`src/rtl/rx_fcs_check_pkg.sv`:
```
// Shared constants, state encoding and the dibit CRC-32 step for the RX FCS checker.
package rx_fcs_check_pkg;

  localparam logic [31:0] CRC_INIT    = 32'hffffffff;
  localparam logic [31:0] CRC_POLY    = 32'hedb88320;
  localparam logic [31:0] CRC_RESIDUE = 32'hdebb20e3;
  localparam int unsigned FCS_DIBITS  = 16;
  localparam int unsigned FILL_W      = $clog2(FCS_DIBITS + 1);

  typedef enum logic [1:0] {
    IDLE,
    FILL,
    STREAM
  } state_t;

  // Two reflected divisions, earlier bit (d[0]) first.
  function automatic logic [31:0] crc_dibit(input logic [31:0] c, input logic [1:0] d);
    logic [31:0] s;
    s = {c[31:2], c[1:0] ^ d};
    s = (s >> 1) ^ (s[0] ? CRC_POLY : '0);
    s = (s >> 1) ^ (s[0] ? CRC_POLY : '0);
    return s;
  endfunction

endpackage

```
`src/rtl/rx_fcs_check_if.sv`:
```
// Dibit stream in, stripped payload stream and per-frame status out.
interface rx_fcs_check_if #(
  parameter int unsigned LEN_W = 11
);
  logic             in_vld;
  logic [1:0]       in;
  logic             in_done;
  logic             out_vld;
  logic [1:0]       out;
  logic             frame_end;
  logic             fcs_ok;
  logic             runt;
  logic             align_err;
  logic             too_long;
  logic [LEN_W-1:0] len;

  modport master (
    output in_vld, in, in_done,
    input  out_vld, out, frame_end, fcs_ok, runt, align_err, too_long, len
  );

  modport slave (
    input  in_vld, in, in_done,
    output out_vld, out, frame_end, fcs_ok, runt, align_err, too_long, len
  );
endinterface

```
`src/rtl/rx_fcs_check_dibit_delay16.sv`:
```
// 16-dibit delay line holding back the FCS; fill counts accepted dibits up to 16.
module dibit_delay16
  import rx_fcs_check_pkg::*;
(
  input  logic              clk,
  input  logic              reset,
  input  logic              clear,
  input  logic              shift,
  input  logic [1:0]        din,
  output logic [1:0]        dout,
  output logic [FILL_W-1:0] fill
);

  logic [2*FCS_DIBITS-1:0] sr;

  always_ff @(posedge clk or posedge reset) begin
    if (reset) begin
      sr   <= '0;
      fill <= '0;
    end else begin
      if (shift) sr <= {sr[2*FCS_DIBITS-3:0], din};
      if (clear) fill <= '0;
      else if (shift && fill != FILL_W'(FCS_DIBITS)) fill <= fill + 1'b1;
    end
  end

  assign dout = sr[2*FCS_DIBITS-1 -: 2];

endmodule

```
`src/rtl/rx_fcs_check.sv`:
```
// RX FCS checker: strips the trailing 4-byte FCS, streams payload dibits, and
// reports residue check, length, runt, alignment and too-long once per frame.
module rx_fcs_check
  import rx_fcs_check_pkg::*;
#(
  parameter int unsigned MAX_BYTES = 2047,
  parameter int unsigned LEN_W     = 11
) (
  input logic          clk,
  input logic          reset,
  rx_fcs_check_if.slave bus
);

  state_t            state;
  logic [31:0]       crc;
  logic [31:0]       crc_next;
  logic [1:0]        phase;
  logic [1:0]        phase_next;
  logic [LEN_W-1:0]  len_cnt;
  logic [LEN_W-1:0]  len_next;
  logic [FILL_W-1:0] fill;
  logic [FILL_W-1:0] fill_next;
  logic [1:0]        dly_out;
  logic              emit;
  logic              finish;
  logic              runt_next;
  logic              align_next;

  dibit_delay16 u_delay (
    .clk   (clk),
    .reset (reset),
    .clear (finish),
    .shift (bus.in_vld),
    .din   (bus.in),
    .dout  (dly_out),
    .fill  (fill)
  );

  // The same-cycle dibit is folded into every *_next value so in_done
  // coincident with the last dibit sees the complete frame.
  always_comb begin
    emit       = (state == STREAM) && bus.in_vld;
    finish     = bus.in_done && ((state != IDLE) || bus.in_vld);
    crc_next   = crc;
    if (bus.in_vld) crc_next = crc_dibit((state == IDLE) ? CRC_INIT : crc, bus.in);
    fill_next  = fill;
    if (bus.in_vld && fill != FILL_W'(FCS_DIBITS)) fill_next = fill + 1'b1;
    phase_next = phase + {1'b0, bus.in_vld};
    len_next   = len_cnt;
    // Exactly 16 dibits are buffered, so the emitted dibit shares the input phase.
    if (emit && phase == 2'd3 && len_cnt != LEN_W'(MAX_BYTES)) len_next = len_cnt + 1'b1;
    runt_next  = fill_next < FILL_W'(FCS_DIBITS);
    align_next = phase_next != 2'd0;
  end

  always_ff @(posedge clk or posedge reset) begin
    if (reset) begin
      state         <= IDLE;
      crc           <= CRC_INIT;
      phase         <= '0;
      len_cnt       <= '0;
      bus.out_vld   <= 1'b0;
      bus.out       <= '0;
      bus.frame_end <= 1'b0;
      bus.fcs_ok    <= 1'b0;
      bus.runt      <= 1'b0;
      bus.align_err <= 1'b0;
      bus.too_long  <= 1'b0;
      bus.len       <= '0;
    end else begin
      bus.out_vld   <= emit;
      bus.frame_end <= finish;
      if (emit) bus.out <= dly_out;
      crc <= crc_next;
      if (finish) begin
        bus.fcs_ok    <= (crc_next == CRC_RESIDUE) && !runt_next && !align_next;
        bus.runt      <= runt_next;
        bus.align_err <= align_next;
        bus.too_long  <= len_next == LEN_W'(MAX_BYTES);
        bus.len       <= len_next;
        state         <= IDLE;
        phase         <= '0;
        len_cnt       <= '0;
      end else if (bus.in_vld) begin
        phase   <= phase_next;
        len_cnt <= len_next;
        if (fill_next == FILL_W'(FCS_DIBITS)) state <= STREAM;
        else                                  state <= FILL;
      end
    end
  end

endmodule

```
`src/flat_wrapper.sv`:
```
// flat-port wrapper written by rule: the top's interface ports become plain ports
module rx_fcs_check_flat import rx_fcs_check_pkg::*;
#(
  parameter int unsigned MAX_BYTES = 2047,
  parameter int unsigned LEN_W     = 11
)
  (clk, reset, bus_in_vld, bus_in, bus_in_done, bus_out_vld, bus_out, bus_frame_end, bus_fcs_ok, bus_runt, bus_align_err, bus_too_long, bus_len);
  rx_fcs_check_if #(.LEN_W(LEN_W)) bus_i ();
  input logic clk;
  input logic reset;
  input wire logic [$bits(bus_i.in_vld)-1:0] bus_in_vld;
  input wire logic [$bits(bus_i.in)-1:0] bus_in;
  input wire logic [$bits(bus_i.in_done)-1:0] bus_in_done;
  output wire logic [$bits(bus_i.out_vld)-1:0] bus_out_vld;
  output wire logic [$bits(bus_i.out)-1:0] bus_out;
  output wire logic [$bits(bus_i.frame_end)-1:0] bus_frame_end;
  output wire logic [$bits(bus_i.fcs_ok)-1:0] bus_fcs_ok;
  output wire logic [$bits(bus_i.runt)-1:0] bus_runt;
  output wire logic [$bits(bus_i.align_err)-1:0] bus_align_err;
  output wire logic [$bits(bus_i.too_long)-1:0] bus_too_long;
  output wire logic [$bits(bus_i.len)-1:0] bus_len;
  assign bus_i.in_vld = bus_in_vld;
  assign bus_i.in = bus_in;
  assign bus_i.in_done = bus_in_done;
  assign bus_out_vld = bus_i.out_vld;
  assign bus_out = bus_i.out;
  assign bus_frame_end = bus_i.frame_end;
  assign bus_fcs_ok = bus_i.fcs_ok;
  assign bus_runt = bus_i.runt;
  assign bus_align_err = bus_i.align_err;
  assign bus_too_long = bus_i.too_long;
  assign bus_len = bus_i.len;
  rx_fcs_check #(.MAX_BYTES(MAX_BYTES), .LEN_W(LEN_W)) u_core (.clk(clk), .reset(reset), .bus(bus_i));
endmodule
```
`config.mk`:
```
export PLATFORM = sky130hd
export DESIGN_NAME = rx_fcs_check_flat
export DESIGN_NICKNAME = d
export VERILOG_FILES = /design/src/rtl/rx_fcs_check_pkg.sv /design/src/rtl/rx_fcs_check_if.sv /design/src/rtl/rx_fcs_check_dibit_delay16.sv /design/src/rtl/rx_fcs_check.sv /design/src/flat_wrapper.sv
export SDC_FILE = /design/constraint.sdc
export NUM_CORES = 1
export LEC_CHECK = 0
export ABC_AREA = 1
export BUFFER_PORTS_ARGS = -buffer_cell sky130_fd_sc_hd__clkbuf_2
export CAP_MARGIN = 30
export CORE_MARGIN = 4
export CORE_UTILIZATION = 50
export CTS_CLUSTER_SIZE = 24
export DETAILED_ROUTE_END_ITERATION = 12
export PLACE_DENSITY = 0.78
export SLEW_MARGIN = 0
export SYNTH_ARGS = -nofsm -noshare
export SYNTH_HDL_FRONTEND = slang
export SYNTH_SLANG_ARGS = --single-unit
export TNS_END_PERCENT = 5
```
`constraint.sdc`:
```
create_clock -name clk -period 7.9 [get_ports clk]
set_input_delay 0.395 -clock clk [delete_from_list [all_inputs] [get_ports clk]]
set_output_delay 0.395 -clock clk [all_outputs]
set_load 0.1 [all_outputs]
```
-- After elaboration in Yosys (flattened, before gate mapping)
Index checks and enable logic that the tools add are counted.
- bits in registers: 103
- input port bits: 6
- output and inout port bits: 19
- $add $sub $neg: 3
- $lt $le $gt $ge: 1
- equal/unequal tests: 7
- muxes and demuxes: 14
- bitwise logic cells: 3
- reduce and logical (&&, ||, !) cells: 14
- operators with widths (operator ; count):
    $mux 32 ; 4
    $xor 31x32->32 ; 2
    $mux 11 ; 3
    $eq 32x32->1 const B ; 1
    $add 11x1->11 const B ; 1
    $eq 11x11->1 const B ; 1
    $ne 11x11->1 const B ; 1
    $mux 2 ; 5
    $mux 5 ; 2
    $logic_and 1x1->1 ; 7
    $reduce_bool 2->1 ; 3
    $add 5x1->5 const B ; 1
    $eq 5x5->1 const B ; 1
    $lt 5x5->1 const B ; 1
    $ne 5x5->1 const B ; 1
    $eq 2x2->1 const B ; 2
    $add 2x1->2 ; 1
    $logic_not 1->1 ; 2
    $logic_not 2->1 ; 1
    $xor 2x2->2 ; 1
    $logic_or 1x1->1 ; 1

-- Depth between registers and ports, before layout
- word-level depth: 11
- mapped depth: 15
- depth with buffers taken out: 14

-- Hierarchy
A second synthesis with hierarchy kept.
- cell total of the unflattened synthesis: 673
- area, all modules: 5310.1 um2
- modules (own cells, without submodules) (module ; times used ; cells an instance ; area an instance (um2) ; sequential area each (um2)):
    rx_fcs_check ; 1 ; 510 ; 3759.9 ; 1691.6
    dibit_delay16 ; 1 ; 163 ; 1550.2 ; 925.9

-- Worst setup path after synthesis
No wires, ideal clock.
- path type: input to register
- start point: input port bus_in_vld
- end point: register u_core.bus.too_long
- library setup time: 0.068 ns
- arrival: 1.554 ns
- slack: 6.278 ns
- stages on the path: 9
- cell sequence: buf_2 -> nand3_2 -> nor3_4 -> nand3_1 -> o21ai_1 -> nand2_1 -> nor2_1 -> nand4_1 -> nand2_1
- cells in the longest elaborated chain, start to end: 5
- elaborated cells between the ends (all ways): 7
- those cells by class: eq/ne (1); mux (1); reduce/logical (5)
- RTL lines (item ; RTL line ; source):
    start, declared ; flat_wrapper.sv:11 ; input wire logic [$bits(bus_i.in_vld)-1:0] bus_in_vld;
    $logic_and 1x1->1 ; rx_fcs_check.sv:42 ; emit = (state == STREAM) && bus.in_vld;
    $logic_and 1x1->1 (2 in a row) ; rx_fcs_check.sv:51 ; if (emit && phase == 2'd3 && len_cnt != LEN_W'(MAX_BYTES)) len_next = len_cnt + 1'b1;
    $mux 11 ; rx_fcs_check.sv:51 ;
    $eq 11x11->1 ; rx_fcs_check.sv:79 ; bus.too_long <= len_next == LEN_W'(MAX_BYTES);
    end signal, assigned ; rx_fcs_check.sv:79 ;
    end, declared ; rx_fcs_check_if.sv:24 ; output out_vld, out, frame_end, fcs_ok, runt, align_err, too_long, len
Several ways; a longest one is shown, not always the timed one.
A chain may end at the register's enable or synchronous reset.

-- Worst setup path in the final report
- start point: input port bus_in_vld
- end point: register u_core.bus.len[6]
- cells in the longest elaborated chain, start to end: 4
- elaborated cells between the ends (all ways): 6
- those cells by class: mux (1); reduce/logical (5)
- RTL lines (item ; RTL line ; source):
    $logic_and 1x1->1 ; rx_fcs_check.sv:42 ;
    $logic_and 1x1->1 (2 in a row) ; rx_fcs_check.sv:51 ;
    $mux 11 ; rx_fcs_check.sv:51 ;
    end signal, assigned ; rx_fcs_check.sv:80 ; bus.len <= len_next;
    end, declared ; rx_fcs_check_if.sv:24 ;
Several ways; a longest one is shown, not always the timed one.

==> results.md <==
* Status: completed
* DRT Pass-1 Iters at 6
* Core region area at approximately 0.010 mm²
* Global-route wire length before repair at 18070 µm
* DPL Wire Length at 7310 µm
* Worst Path Arrival at 3.03 ns
* Drc violations at 0
* Clk network pwr share at about 30%
* DR vias/cell at 5.019
* Synth-to-Final Area Change at 7.504%
* Crit Path Category: in2reg
* Minimum clock period at 2.771 ns
* Syn. warnings at 0
* # nets final at 708
* Switching share of power at 29.41%
* Post-DP Area at roughly 0.0054 mm²
* Worst skew pair latency at 0.37 ns
* Post-DRT Antenna Nets at 0
* Worst setup margin at 5.129 ns
* Number of hold violations in the final report at 0
* Max-cap violations at 0
* Setup TNS Final at 0 ns
* Clk root buf: clkbuf_8
* Sw Pwr at 331.7 µW
* Power Dens Cells at 201.7 mW/mm²
* Measured slew at the worst slew-check pin at 0.9668 ns
* Layout cells sized above 1 at 14.22%
* Die Ht at 110.0 µm
* Die X-Extent at 110.0 µm
* Final GP Congestion at approximately 0.82
* Fin crit share at 35.08%
* Main flop type after synthesis: dfrtp_1
* Routed WL per cell at 12.65 µm
* Post-synth ARST share at 100.0%
* Initial antenna violation count at 0
* Clock net sink count at 103
* Clk_skew at 0.009541 ns
* Post-Syn Area at 0.005202 mm²
* Initial DRC count at 277
* Final Util at 56.18%
* Internal power at 796.3 µW
* Grt total ovfl at 0
* Mapped Cells at 683
* Vias in the first global route at about 4000
* Flop pwr share at 54.9%
* Syn Nets at approximately 690
* Die footprint at 0.01210 mm²
* Relative max-transition margin at 35.55%
* Worst path required time at 8.16 ns
* All-layer global routing usage at 18.91%
* Seq/Total Area, Yosys at 50.31%
* Rows at 36
* Worst hold path class: in2reg
* ANT cells at 0
* Initial core utilization at 52.26%
* Post-CTS Setup Bufs at 0
* Synthesized area per cell at 7.617 µm²
* CTS H-Tree Depth at 3
* Leakage at about 0.0029 µW
* Largest net degree at the start of global routing at 83
* Library cells used by synthesis at 34
* Worst-path maximum fanout at 82
* Setup-failing EPs final at 0
* Worst VDD drop at 0.0001133 V
* Max Fclk at ~360 MHz
* Startpoint types: input port
* Vias at 4196
* Place WS at between 4 and 5 ns
* Fin area at 0.005593 mm²
* Clk buf depth at 2
* Combinational power share at 15.6%
* Post_cts resized at 0
* CTS tree: done
* Worst-path clk slew at about 0.1 ns
* # port buffers at 24
* Ports at 25
* RSZ-0062 raised after global routing: false
* Post-synthesis register bit count at a little over 100
* Final wirelength at 10580 µm
* CP endpoint kind: flip-flop
* Max Slew Vio Count at 0
* EDFF count, synth at 0
* CTS buffer count at 9
per-stage QoR:
stage	cells	total power (µW)	hold WS (ns)
2_1_floorplan	683	765.4	0.4422
3_3_place_gp	819	795.8	0.3901
3_5_place_dp	819	804.1	0.3955
4_1_cts	836	1141	0.3759
5_1_grt	836	1192	0.3994
6_report	836	1128	0.4000
power by group through the flow:
| stage | Sequential (µW) | Combinational [µW] | Clock [µW] |
|---|---|---|---|
| floorplan | 639 | 127 | 0 |
| global placement | 627 | 169 | 0 |
| detailed placement | 628 | 176 | 0 |
| CTS | 619 | 177 | 345 |
| global route | 625 | 202 | 365 |
| finish | 619 | 176 | 333 |
cell usage in the layout, fill, tap and decap left out, types with 2 or more instances in the layout:
| master | n |
|---|---|
| nand2_1 | 240 |
| inv_1 | 90 |
| nor2_1 | 79 |
| dfrtp_1 | 71 |
| nand3_1 | 47 |
| dfstp_2 | 32 |
| o21ai_0 | 25 |
| clkbuf_2 | 24 |
| o21ai_1 | 13 |
| clkbuf_8 | 10 |
| xor2_1 | 8 |
| nand2_2 | 6 |
| nand3b_1 | 6 |
| a21oi_1 | 5 |
| inv_2 | 4 |
| nand2_4 | 4 |
| nand4_1 | 4 |
| ha_1 | 4 |
| nand3_2 | 3 |
| a21oi_2 | 3 |
| xnor2_1 | 3 |
| clkinvlp_4 | 3 |
| buf_4 | 3 |
| nor3_1 | 2 |
worst max-delay path, cell delays in order:
cell and delay, ns:
clkbuf_2 0.09, buf_4 0.61, inv_1 0.16, a21oi_2 0.77
inv_1 0.56, o21ai_0 0.39
cells by family after synthesis:
kind of cell / Yosys count / share of synthesized area, %
AOI/OAI and AO/OA: 49 / 5.051
xor gates and xnor gates: 11 / 1.852
adders and majority gates: 4 / 0.9620
buffers and inverters: 119 / 9.355
DFF: 103 / 50.31
and+or+nand+nor: 397 / 32.47
cells in the mapped netlist (5+ instances only):
| cell type | instances | area (µm²) |
|---|---|---|
| nand2_1 | 240 | 900.9 |
| inv_1 | 91 | 341.6 |
| nor2_1 | 79 | 296.5 |
| dfrtp_1 | 71 | 1777 |
| nand3_1 | 47 | 235.2 |
| dfstp_2 | 32 | 840.8 |
| o21ai_0 | 25 | 125.1 |
| o21ai_1 | 13 | 65.06 |
| buf_2 | 11 | 55.05 |
| xor2_1 | 8 | 70.07 |
| nand2_2 | 6 | 37.54 |
| nand3b_1 | 6 | 45.04 |
| a21oi_1 | 5 | 25.02 |
| clkbuf_1 | 5 | 18.77 |
sequential cells by signal, summed over array words and instances, names as in the netlist, 2 cells and up:
| signal | cells |
|---|---|
| u_core.crc | 32 |
| u_core.len_cnt | 11 |
| u_core.u_delay.sr | 32 |
| u_core.bus.out | 2 |
| u_core.u_delay.fill | 5 |
| u_core.bus.len | 11 |
| u_core.phase | 2 |
| u_core.state | 2 |
area by class of cell:
| class | count | area [µm²] |
|---|---|---|
| clock buffers | 11 | 141.4 |
| well taps | 133 | 166.4 |
| multi-input cells | 461 | 2098 |
| flip-flops and latches | 103 | 2618 |
| fillers | 887 | 4362 |
| inverters | 95 | 359.1 |
| clock inverters | 5 | 57.56 |
| repair buffers | 28 | 152.6 |
worst paths after layout:
path                                       from               endpoint  slack, ns  cells after the start
max in group asynchronous                 reset   u_core.u_delay.sr[0]       6.14                      4
min                                   bus_in[1]   u_core.u_delay.sr[1]       0.40                      3
min in group asynchronous                 reset      u_core.len_cnt[4]       0.55                      3
max                                  bus_in_vld      u_core.bus.len[6]       5.13                      6
max reg2reg                     u_core.state[1]      u_core.bus.len[6]       5.37                      4
min reg2reg                u_core.u_delay.sr[9]  u_core.u_delay.sr[11]       0.48                      2
per-layer routing:
layer | vias up | part of all wire [%] | GRT usage, %
li1 | 2103 | - | -
met2 | 88 | 48 | 31.33
met1 | 1993 | 45 | 24.52
met3 | 12 | 5.2 | 4.834
met4 | 0 | 1.5 | 5.521
met5 | - | 0 | 0
what timing repair did:
item | CTS | global route
hold endpoints to repair | 30 | 0
hold buffers | 1 | 0
setup endpoints to repair | 0 | 0
(Power assumes the default switching activity.)
